### src/rtl/any1_pkg.sv
// any1_pkg: shared enums for the ANY-1 vector address generator
package any1_pkg;
  typedef enum logic [1:0] {AGM_UNIT = 2'd0, AGM_STRIDE = 2'd1, AGM_INDEX = 2'd2} agen_mode_t;
  typedef enum logic [1:0] {VAG_IDLE = 2'd0, VAG_RUN = 2'd1, VAG_FIN = 2'd2} vagen_state_t;
endpackage

### src/rtl/any1_ffs.sv
// any1_ffs: find-first-set, lowest set bit index plus found flag
module any1_ffs #(
  parameter int W  = 16,
  parameter int IW = $clog2(W)
) (
  input  logic [W-1:0]  v,
  output logic [IW-1:0] idx,
  output logic          found
);
  // scan from the top so the lowest set bit is the final assignment
  always_comb begin
    idx = '0;
    found = |v;
    for (int i = W - 1; i >= 0; i--) if (v[i]) idx = IW'(i);
  end
endmodule

### src/rtl/any1_vagen.sv
// any1_vagen: vector address generator, one effective address per active element
module any1_vagen
  import any1_pkg::*;
#(
  parameter int AWID = 32,
  parameter int VLEN = 16,
  parameter int EWID = $clog2(VLEN)
) (
  input  logic                 clk,
  input  logic                 rst,
  input  logic                 flush,
  input  logic                 req_valid,
  output logic                 req_ready,
  input  logic [1:0]           req_mode,
  input  logic [1:0]           req_sz,
  input  logic [2:0]           req_sc,
  input  logic [AWID-1:0]      req_base,
  input  logic [AWID-1:0]      req_imm,
  input  logic [AWID-1:0]      req_stride,
  input  logic [EWID:0]        req_vl,
  input  logic [VLEN-1:0]      req_mask,
  input  logic [VLEN*AWID-1:0] req_idx,
  output logic                 ea_valid,
  input  logic                 ea_ready,
  output logic [AWID-1:0]      ea,
  output logic [EWID-1:0]      ea_elem,
  output logic                 ea_last,
  output logic                 busy,
  output logic                 done
);
  localparam int NW = EWID + 1;

  vagen_state_t state_q, state_d;
  logic [1:0] mode_q, mode_d, sz_q, sz_d;
  logic [2:0] sc_q, sc_d;
  logic [AWID-1:0] bi_q, bi_d, stride_q, stride_d, ea_q, ea_d;
  logic [NW-1:0] vl_q, vl_d;
  logic [VLEN-1:0] mask_q, mask_d;
  logic [VLEN*AWID-1:0] idx_q, idx_d;
  logic [EWID-1:0] ea_elem_q, ea_elem_d;
  logic ea_last_q, ea_last_d;

  logic idle, accept, adv, found, last;
  logic [NW-1:0] vl_c, s_vl, s_from;
  logic [VLEN-1:0] s_mask, src;
  logic [EWID-1:0] f;
  logic [AWID-1:0] s_bi, s_stride, addr;
  logic [1:0] s_mode, s_sz;
  logic [2:0] s_sc;
  logic [VLEN*AWID-1:0] s_idx;

  function automatic logic [VLEN-1:0] lane_ge(input logic [NW-1:0] k);
    logic [VLEN-1:0] r;
    for (int i = 0; i < VLEN; i++) r[i] = NW'(i) >= k;
    return r;
  endfunction

  function automatic logic [VLEN-1:0] lane_lt(input logic [NW-1:0] n);
    logic [VLEN-1:0] r;
    for (int i = 0; i < VLEN; i++) r[i] = NW'(i) < n;
    return r;
  endfunction

  function automatic logic [AWID-1:0] off_f(input logic [1:0] m, input logic [1:0] sz,
                                            input logic [2:0] sc, input logic [AWID-1:0] st,
                                            input logic [VLEN*AWID-1:0] ix, input logic [EWID-1:0] e);
    logic [AWID-1:0] ei;
    ei = AWID'(e);
    return m == AGM_STRIDE ? ei * st : m == AGM_INDEX ? ix[AWID*int'(e) +: AWID] << sc : ei << sz;
  endfunction

  any1_ffs #(.W(VLEN), .IW(EWID)) u_ffs (.v(src), .idx(f), .found(found));

  // pick the next active element: from the request while idle, past the current one while running
  always_comb begin
    idle = state_q == VAG_IDLE;
    accept = idle & req_valid & ~flush;
    adv = state_q == VAG_RUN & ea_ready & ~ea_last_q & ~flush;
    vl_c = req_vl > NW'(VLEN) ? NW'(VLEN) : req_vl;
    s_mask = idle ? req_mask : mask_q;
    s_vl = idle ? vl_c : vl_q;
    s_from = idle ? '0 : NW'(ea_elem_q) + NW'(1);
    src = s_mask & lane_ge(s_from) & lane_lt(s_vl);
    last = ~|(src & lane_ge(NW'(f) + NW'(1)));
    s_mode = idle ? req_mode : mode_q;
    s_sz = idle ? req_sz : sz_q;
    s_sc = idle ? req_sc : sc_q;
    s_bi = idle ? req_base + req_imm : bi_q;
    s_stride = idle ? req_stride : stride_q;
    s_idx = idle ? req_idx : idx_q;
    addr = s_bi + off_f(s_mode, s_sz, s_sc, s_stride, s_idx, f);
  end

  // latch the request on accept and load the next address on accept or advance
  always_comb begin
    mode_d = accept ? req_mode : mode_q;
    sz_d = accept ? req_sz : sz_q;
    sc_d = accept ? req_sc : sc_q;
    bi_d = accept ? req_base + req_imm : bi_q;
    stride_d = accept ? req_stride : stride_q;
    vl_d = accept ? vl_c : vl_q;
    mask_d = accept ? req_mask : mask_q;
    idx_d = accept ? req_idx : idx_q;
    ea_d = accept | adv ? addr : ea_q;
    ea_elem_d = accept | adv ? f : ea_elem_q;
    ea_last_d = accept | adv ? last : ea_last_q;
  end

  // next-state: flush always wins, empty requests go straight to FIN
  always_comb begin
    state_d = flush ? VAG_IDLE
            : idle ? (req_valid ? (found ? VAG_RUN : VAG_FIN) : VAG_IDLE)
            : state_q == VAG_RUN ? (ea_ready & ea_last_q ? VAG_FIN : VAG_RUN)
            : VAG_IDLE;
  end

  // state register
  always_ff @(posedge clk) begin
    if (!rst) state_q <= VAG_IDLE;
    else state_q <= state_d;
  end

  // datapath registers
  always_ff @(posedge clk) begin
    if (!rst) begin
      mode_q <= '0;
      sz_q <= '0;
      sc_q <= '0;
      bi_q <= '0;
      stride_q <= '0;
      vl_q <= '0;
      mask_q <= '0;
      idx_q <= '0;
      ea_q <= '0;
      ea_elem_q <= '0;
      ea_last_q <= 1'b0;
    end else begin
      mode_q <= mode_d;
      sz_q <= sz_d;
      sc_q <= sc_d;
      bi_q <= bi_d;
      stride_q <= stride_d;
      vl_q <= vl_d;
      mask_q <= mask_d;
      idx_q <= idx_d;
      ea_q <= ea_d;
      ea_elem_q <= ea_elem_d;
      ea_last_q <= ea_last_d;
    end
  end

  // outputs decoded from registered state
  always_comb begin
    req_ready = rst & idle & ~flush;
    ea_valid = state_q == VAG_RUN;
    done = state_q == VAG_FIN;
    busy = state_q != VAG_IDLE;
    ea = ea_q;
    ea_elem = ea_elem_q;
    ea_last = ea_last_q;
  end
endmodule

### config.mk
export PLATFORM = sky130hd
export DESIGN_NAME = any1_vagen
export DESIGN_NICKNAME = d
export VERILOG_FILES = /design/src/rtl/any1_pkg.sv /design/src/rtl/any1_ffs.sv /design/src/rtl/any1_vagen.sv
export SDC_FILE = /design/constraint.sdc
export NUM_CORES = 2
export LEC_CHECK = 0
export ABC_AREA = 1
export CAP_MARGIN = 40
export CELL_PAD_IN_SITES_DETAIL_PLACEMENT = 1
export CELL_PAD_IN_SITES_GLOBAL_PLACEMENT = 1
export CORE_ASPECT_RATIO = 0.8
export CORE_MARGIN = 3
export CORE_UTILIZATION = 38
export DETAILED_ROUTE_END_ITERATION = 10
export PLACE_DENSITY = 0.8
export SYNTH_ARGS = -nofsm -noshare
export SYNTH_HDL_FRONTEND = slang
export SYNTH_HIERARCHICAL = 1
export SYNTH_SLANG_ARGS = --single-unit
### constraint.sdc
create_clock -name clk -period 9.9 [get_ports clk]
set_input_delay 1.98 -clock clk [delete_from_list [all_inputs] [get_ports clk]]
set_output_delay 1.98 -clock clk [all_outputs]
set_load 0.02 [all_outputs]
Yosys cells after proc, flatten, opt, wreduce, memory -nomap -nowiden

Cells that the tools add are included.

Flip-flop bits (word level): 643
Input port bits: 641
Output and inout port bits: 41
Logic and storage cells: 127

Add/subtract/negate cells: 4
Multiply operators: 1
Order comparisons: 49
Eq/ne operators: 4
Shift-type cells: 3
Muxes and demuxes: 33
Bitwise logic cells: 15
Reduce and logical (&&, ||, !) cells: 6

Operator list:

| cell                                                                         | number |
|---|---|
| 512-bit two-way mux                                                          | 1 |
| 512-bit by 10-bit indexed part select with 32-bit output                     | 1 |
| 32-bit two-way mux                                                           | 4 |
| 4-bit by 5-bit >= comparator with 1-bit output (first input constant)        | 16 |
| 32-bit adder                                                                 | 2 |
| 4-bit two-way mux                                                            | 16 |
| 16-bit bitwise AND                                                           | 3 |
| 3-bit by 5-bit >= comparator with 1-bit output (first input constant)        | 8 |
| 4-bit by 5-bit less-than comparator with 1-bit output (first input constant) | 8 |
| 4-bit by 32-bit multiplier with 32-bit output                                | 1 |
| 16-bit OR reduction                                                          | 2 |
| 32-bit by 3-bit << shifter with 32-bit output                                | 1 |
| 4-bit by 2-bit << shifter with 32-bit output                                 | 1 |
| 1-bit by 5-bit >= comparator with 1-bit output (first input constant)        | 4 |
| 2-bit by 5-bit >= comparator with 1-bit output (first input constant)        | 4 |
| 3-bit by 5-bit less-than comparator with 1-bit output (first input constant) | 4 |
| 16-bit two-way mux                                                           | 1 |
| 5-bit two-way mux                                                            | 3 |
| 2-bit two-way mux                                                            | 7 |
| 4-bit by 1-bit adder with 5-bit output (second input constant)               | 2 |
| 1-bit by 5-bit less-than comparator with 1-bit output (first input constant) | 2 |
| 2-bit by 5-bit less-than comparator with 1-bit output (first input constant) | 2 |
| 1-bit bitwise AND                                                            | 8 |
| 5-bit > comparator (second input constant)                                   | 1 |
| 9 further kinds                                                              | 13 |

Longest topological paths before layout

Depth after elaboration: 26
Mapped depth: 61
Mapped depth without buffers: 56

Cells and area by module

Netlist, hierarchy kept.

Modules (own cells, without submodules):

| module     | times used | cells an instance | area an instance (sq um) | seq. area each (sq um) |
|---|---|---|---|---|
| any1_vagen | 1          | 6,481             | 41,827.6                 | 12,872.3 |
| any1_ffs   | 1          | 49                | 209.0                    | 0.0 |

Worst setup path after synthesis

No wires, ideal clock.

Path kind: in2reg
Start point: input req_vl[1]
End point: register ea_q[26], in the netlist ea[26]
Setup time: 0.057 ns
Arrival time: 8.909 ns
Data required time: 9.843 ns
Path slack: 0.934 ns
Stages on the path: 45
Buffers on the path: 3
Cells stage by stage: nor3_1 nand2_1 a21oi_1 nand2_1 nand2_1 nand2_1 o21ai_0 inv_1 nor2_1 or2_1 nand3_1 nand3_1 nand3_1 nand3_1 a21oi_1 nor3_1 buf_2 buf_1 (+9 left out) nand3_1 nand3_1 nand2_1 a21oi_1 o21ai_0 or2_2 nand3_1 nand3_1 ha_1 a21oi_1 o21ai_0 a21oi_1 nand3_1 a21o_2 or2_2 nand3_1 o211ai_1 inv_1

Elaborated cells between the ends (all ways): 43
Those cells by class: add/sub (1); mul (1); order compare (17); shift (3); mux (20); bitwise (1)

RTL lines:

| item                                                                                                  | line              | source |
|---|---|---|
| start, declared                                                                                       | any1_vagen.sv:20  | `input logic [EWID:0] req_vl,` |
| 5-bit > comparator                                                                                    | any1_vagen.sv:79  | `vl_c = req_vl > NW'(VLEN) ? NW'(VLEN) : req_vl;` |
| 5-bit two-way mux (*)                                                                                 | any1_vagen.sv:79  |  |
| 5-bit two-way mux (*)                                                                                 | any1_vagen.sv:81  | `s_vl = idle ? vl_c : vl_q;` |
| 4-bit by 5-bit less-than comparator with 1-bit output (*)                                             | any1_vagen.sv:60  | `for (int i = 0; i < VLEN; i++) r[i] = NW'(i) < n;` |
| 16-bit bitwise AND (*)                                                                                | any1_vagen.sv:83  | `src = s_mask & lane_ge(s_from) & lane_lt(s_vl);` |
| via src[14]                                                                                           | any1_vagen.sv:45  | `logic [VLEN-1:0] s_mask, src;` |
| 4-bit two-way mux (*) (15 in a row)                                                                   | any1_ffs.sv:14    | `for (int i = W - 1; i >= 0; i--) if (v[i]) idx = IW'(i);` |
| via f[1]                                                                                              | any1_vagen.sv:46  | `logic [EWID-1:0] f;` |
| parallel branches: the longest is 3 deep, another holds 4-bit by 32-bit multiplier with 32-bit output | -                 |  |
| 32-bit two-way mux (*)                                                                                | any1_vagen.sv:69  | `return m == AGM_STRIDE ? ei * st : m == AGM_INDEX ? ix[AWID*int'(e) +: AWID] << sc : ei << sz;` |
| 32-bit adder (*)                                                                                      | any1_vagen.sv:91  | `addr = s_bi + off_f(s_mode, s_sz, s_sc, s_stride, s_idx, f);` |
| end signal, assigned                                                                                  | any1_vagen.sv:134 | `ea_q <= '0;` |
| end signal, assigned                                                                                  | any1_vagen.sv:146 | `ea_q <= ea_d;` |
| end, declared                                                                                         | any1_vagen.sv:36  | `logic [AWID-1:0] bi_q, bi_d, stride_q, stride_d, ea_q, ea_d;` |

Mark *: on every way through the listed nets, which the timed path passes.
A chain may end at the register's enable or synchronous reset.

Worst setup path after layout

Start point: input req_vl[3]
End point: register ea_q[26], in the netlist ea[26]

Elaborated cells between the ends (all ways): 43
Those cells by class: add/sub (1); mul (1); order compare (17); shift (3); mux (20); bitwise (1)

RTL lines:

| item                                                                                                  | line |
|---|---|
| 5-bit > comparator                                                                                    | any1_vagen.sv:79 |
| 5-bit two-way mux (*)                                                                                 | any1_vagen.sv:79 |
| 5-bit two-way mux (*)                                                                                 | any1_vagen.sv:81 |
| 4-bit by 5-bit less-than comparator with 1-bit output (*)                                             | any1_vagen.sv:60 |
| 16-bit bitwise AND (*)                                                                                | any1_vagen.sv:83 |
| via src[12]                                                                                           | any1_vagen.sv:45 |
| 4-bit two-way mux (*) (13 in a row)                                                                   | any1_ffs.sv:14 |
| via f[1]                                                                                              | any1_vagen.sv:46 |
| parallel branches: the longest is 3 deep, another holds 4-bit by 32-bit multiplier with 32-bit output | - |
| 32-bit two-way mux (*)                                                                                | any1_vagen.sv:69 |
| 32-bit adder (*)                                                                                      | any1_vagen.sv:91 |

Marks and branches as above.

==> metrics.cfg <==
[setup_path]
cp.required_ns = 10.50
crit_path_frequent_cell = nand3_1
slowest_stage = clkdlybuf4s50_1
r2r_cells = 40
end_kind = flip-flop
max_stage_delay_ns = 0.59
path_max_fanout = 25
start_kind = input pin
cp.arrival_ns = 9.93
path_class = in -> reg

[sta]
slew_headroom_pct = 19.5
hold_violations = 0
tightest_slew_ns = 1.21
rsz0062_at_grt = false
finalSetupTns_ns = 0
finalCriticalPeriod_ns = 9.34
fmax_mhz = 107
slew_viol_final = 0
clock_skew_ns = 0.0278
setup_viol = 0
fin_crit_sh_pct = 94.3

[clocking]
clkLatencyLatePin_ns = 0.67
cts_hold_buf = 0
h-tree-depth = 3
cts_root_buf = clkbuf_16
clkSlewWorstSetupHoldPaths_ns = 0.06
cts_made_buffers = 75
cts.sinks = 643
clockBufferDepth = 3
cts_tree = built

[drt]
vias = 48000
drt_first_pass_iters = 5
drc = 0
wirelength_microns = 192000
wl_per_cell_microns = 22.6
vias_per_cell = 5.66
drt_iter0_markers = 3783
ant_nets = 0

[power]
p_sw_mw = 3.71
internal_power_mw = 5.66
seqPwrFrac_pct = 30.3
power_frac_clock_pct = 30.3
combPwrFrac_pct = 39.5
sw_frac_of_total_pct = 39.6
power_mw = 9.37
power_density_mw_per_mm2 = 179
vdd_ir_drop_max_mv = 0.105
leakage_nw = 21.3

[global_routing]
grt_usage_pct = 32.1
antenna_found_initial = 63
grt_pass1_vias = 47200
grt_pass1_wl_microns = 285000
overflow = 0
grt_max_degree = 259

[worst_hold_path]
min_path_type = reg -> reg
min_path_cells = 2

[floorplanning]
fp.dieW_microns = 378
io_pins = 682
core_area_sq_mm = 0.109
die_area_sq_mm = 0.115
die_h_microns = 303
start_util_pct = 38.5
rows = 108

[logic_synthesis]
yosys_register_bits = 643
yosys_warnings = 6
synth.distinct_cells = 55
syn_nets = 7328
synthesis.area_sq_mm = 0.0420
synth.avg_cell_area_sq_um = 6.44
seq_area_frac_synth_pct = 30.6
syn_inst = 6530

[place]
dp_hpwl_microns = 141000
globalplace.congestion = 0.938
port_buffers = 681

[layout]
drive_gt1_share_pct = 4.52
nNetsFinal = 7740
area_growth_syn_to_layout_pct = 24.2

[run]
max_cap_viol_count = 0

[status]
status = complete, no violations

[critical path: cells and delay by family]
family                   cells  cell delay [ns]
AO/OA/AOI/OAI               14             2.49
AND/OR/NAND/NOR             18             2.38
adder cells (fa/ha/maj)      4             1.71
buffers and inverters        8             1.35
[state kept, by name (all words and copies together) (netlist names)]
signal / cells
ea_last: 1
vl_q: 5
idx_q: 512
stride_q: 32
sz_q: 2
state_q: 2
mode_q: 2
ea: 32
sc_q: 3
ea_elem: 4
mask_q: 16
bi_q: 32
[cells in the final DEF, fill, tap and decap left out, types with 16 or more instances in the layout]
master / netlist / layout
a211oi_1: 30 / 30
a21oi_1: 1063 / 1063
a31oi_1: 25 / 25
buf_4: 45 / 109
clkbuf_1: 228 / 25
clkbuf_16: 0 / 77
clkbuf_8: 3 / 16
clkdlybuf4s50_1: 0 / 680
dfxtp_1: 643 / 643
diode_2: 0 / 54
fa_1: 59 / 59
ha_1: 98 / 98
inv_1: 761 / 759
nand2_1: 1213 / 1213
nand3_1: 468 / 467
nor2_1: 232 / 230
nor3_1: 21 / 18
o211ai_1: 96 / 96
o21a_1: 17 / 17
o21ai_0: 1035 / 1034
o21ai_1: 71 / 70
o21bai_1: 19 / 19
or2_2: 19 / 19
xnor2_1: 23 / 23
xor2_1: 37 / 37
[worst paths after layout]
check | startpoint | end | slack (ns)
worst min register to register | stride_q[10] | stride_q[10] | 0.45
worst min-delay path | stride_q[10] | stride_q[10] | 0.45
worst max register to register | state_q[1] | ea[26] | 1.42
worst max-delay path | req_vl[3] | ea[26] | 0.56
[synthesized netlist by cell type, drive strengths merged]
cell type  number  area share (%)
nand3         468             5.6
a21oi        1064              13
a221oi          4           0.083
ha             98             2.9
nor4            8            0.13
nor3           24            0.32
o31ai           3           0.054
dfxtp         643              31
o211ai         96             1.7
o22ai           2           0.030
o211a           1           0.024
a31o            1           0.021
a22oi           1           0.018
fa             59             2.8
clkbuf        231             2.1
clkinv          2           0.018
nor3b           1           0.018
nand4          11            0.16
nand3b          4           0.071
xnor2          23            0.48
o21a           17            0.30
mux2i           2           0.048
and2            2           0.030
o221ai          6            0.13
o21ai        1110              13
o21bai         19            0.34
a22o            9            0.19
inv           777             6.9
a211oi         30            0.54
a31oi          25            0.37
nand2b          1           0.015
nand2        1215              11
a21boi          6            0.11
nor2          238             2.2
a21o           16            0.29
xor2           37            0.77
and3            1           0.015
or2            21            0.31
buf           254             3.4
[layout make-up]
cell class                 count  area, sq um
sequential                   643        12900
multi-input combinational   4623        24000
antenna                       54          135
clock buffer                 118         2240
clock inverter                15          184
tap                         1430         1790
fill                       14300        56800
timing repair buffer         820         8070
inverter                     779         2950
[cell families (layout without fill, tap and decap cells)]
| kind of cell | count (synthesis) | after routing | share of synthesized area (%) |
|---|---|---|---|
| compound gates | 2410 | 2410 | 30.1 |
| simple gates | 1994 | 1994 | 19.7 |
| buf+inv | 1264 | 1732 | 12.5 |
| flops | 643 | 643 | 30.6 |
| fa+ha+maj | 157 | 157 | 5.73 |
| xor+xnor | 60 | 60 | 1.25 |
| mux | 2 | 2 | 0.0476 |
| other cells | 0 | 54 | 0 |
[repair_timing]
action,4_1_cts,5_1_grt
setup buffers,0,2
resized for setup,0,6
setup endpoints to repair,0,8
[metal layers]
layer  vias to the layer above  global-route usage [%]  wire length [microns]
li1                      22600                       -                      -
met1                     23800                    43.2                  85400
met2                      1366                    51.9                  88000
met3                       301                    5.01                  11500
met4                        16                    12.1                   6920
met5                         -                       0                    103
[power groups by stage]
stage          sequential, mW  combinational [mW]  clock [mW]
6_report                 2.84                3.70        2.84
4_1_cts                  2.83                3.65        2.87
3_3_place_gp             2.88                3.53           0
5_1_grt                  2.85                4.04        2.98
3_5_place_dp             2.89                3.62           0
2_1_floorplan            2.89                2.11           0
[per-stage QoR]
| step | hold slack (ns) | cells | utilization, % | cell area [sq um] | setup slack, ns |
|---|---|---|---|---|---|
| after floorplan | 0.425 | 6530 | - | 42000 | 0.934 |
| after global placement | 0.434 | 8277 | 45.4 | 49500 | 0.178 |
| after detailed placement | 0.442 | 8293 | 45.5 | 49600 | -0.0152 |
| after CTS | 0.451 | 8426 | 47.7 | 52000 | 0.633 |
| after global routing | 0.469 | 8469 | 47.9 | 52200 | 0.0107 |
| final | 0.449 | 8482 | 47.9 | 52200 | 0.564 |
Note: power is estimated with default switching activity, not from simulation.
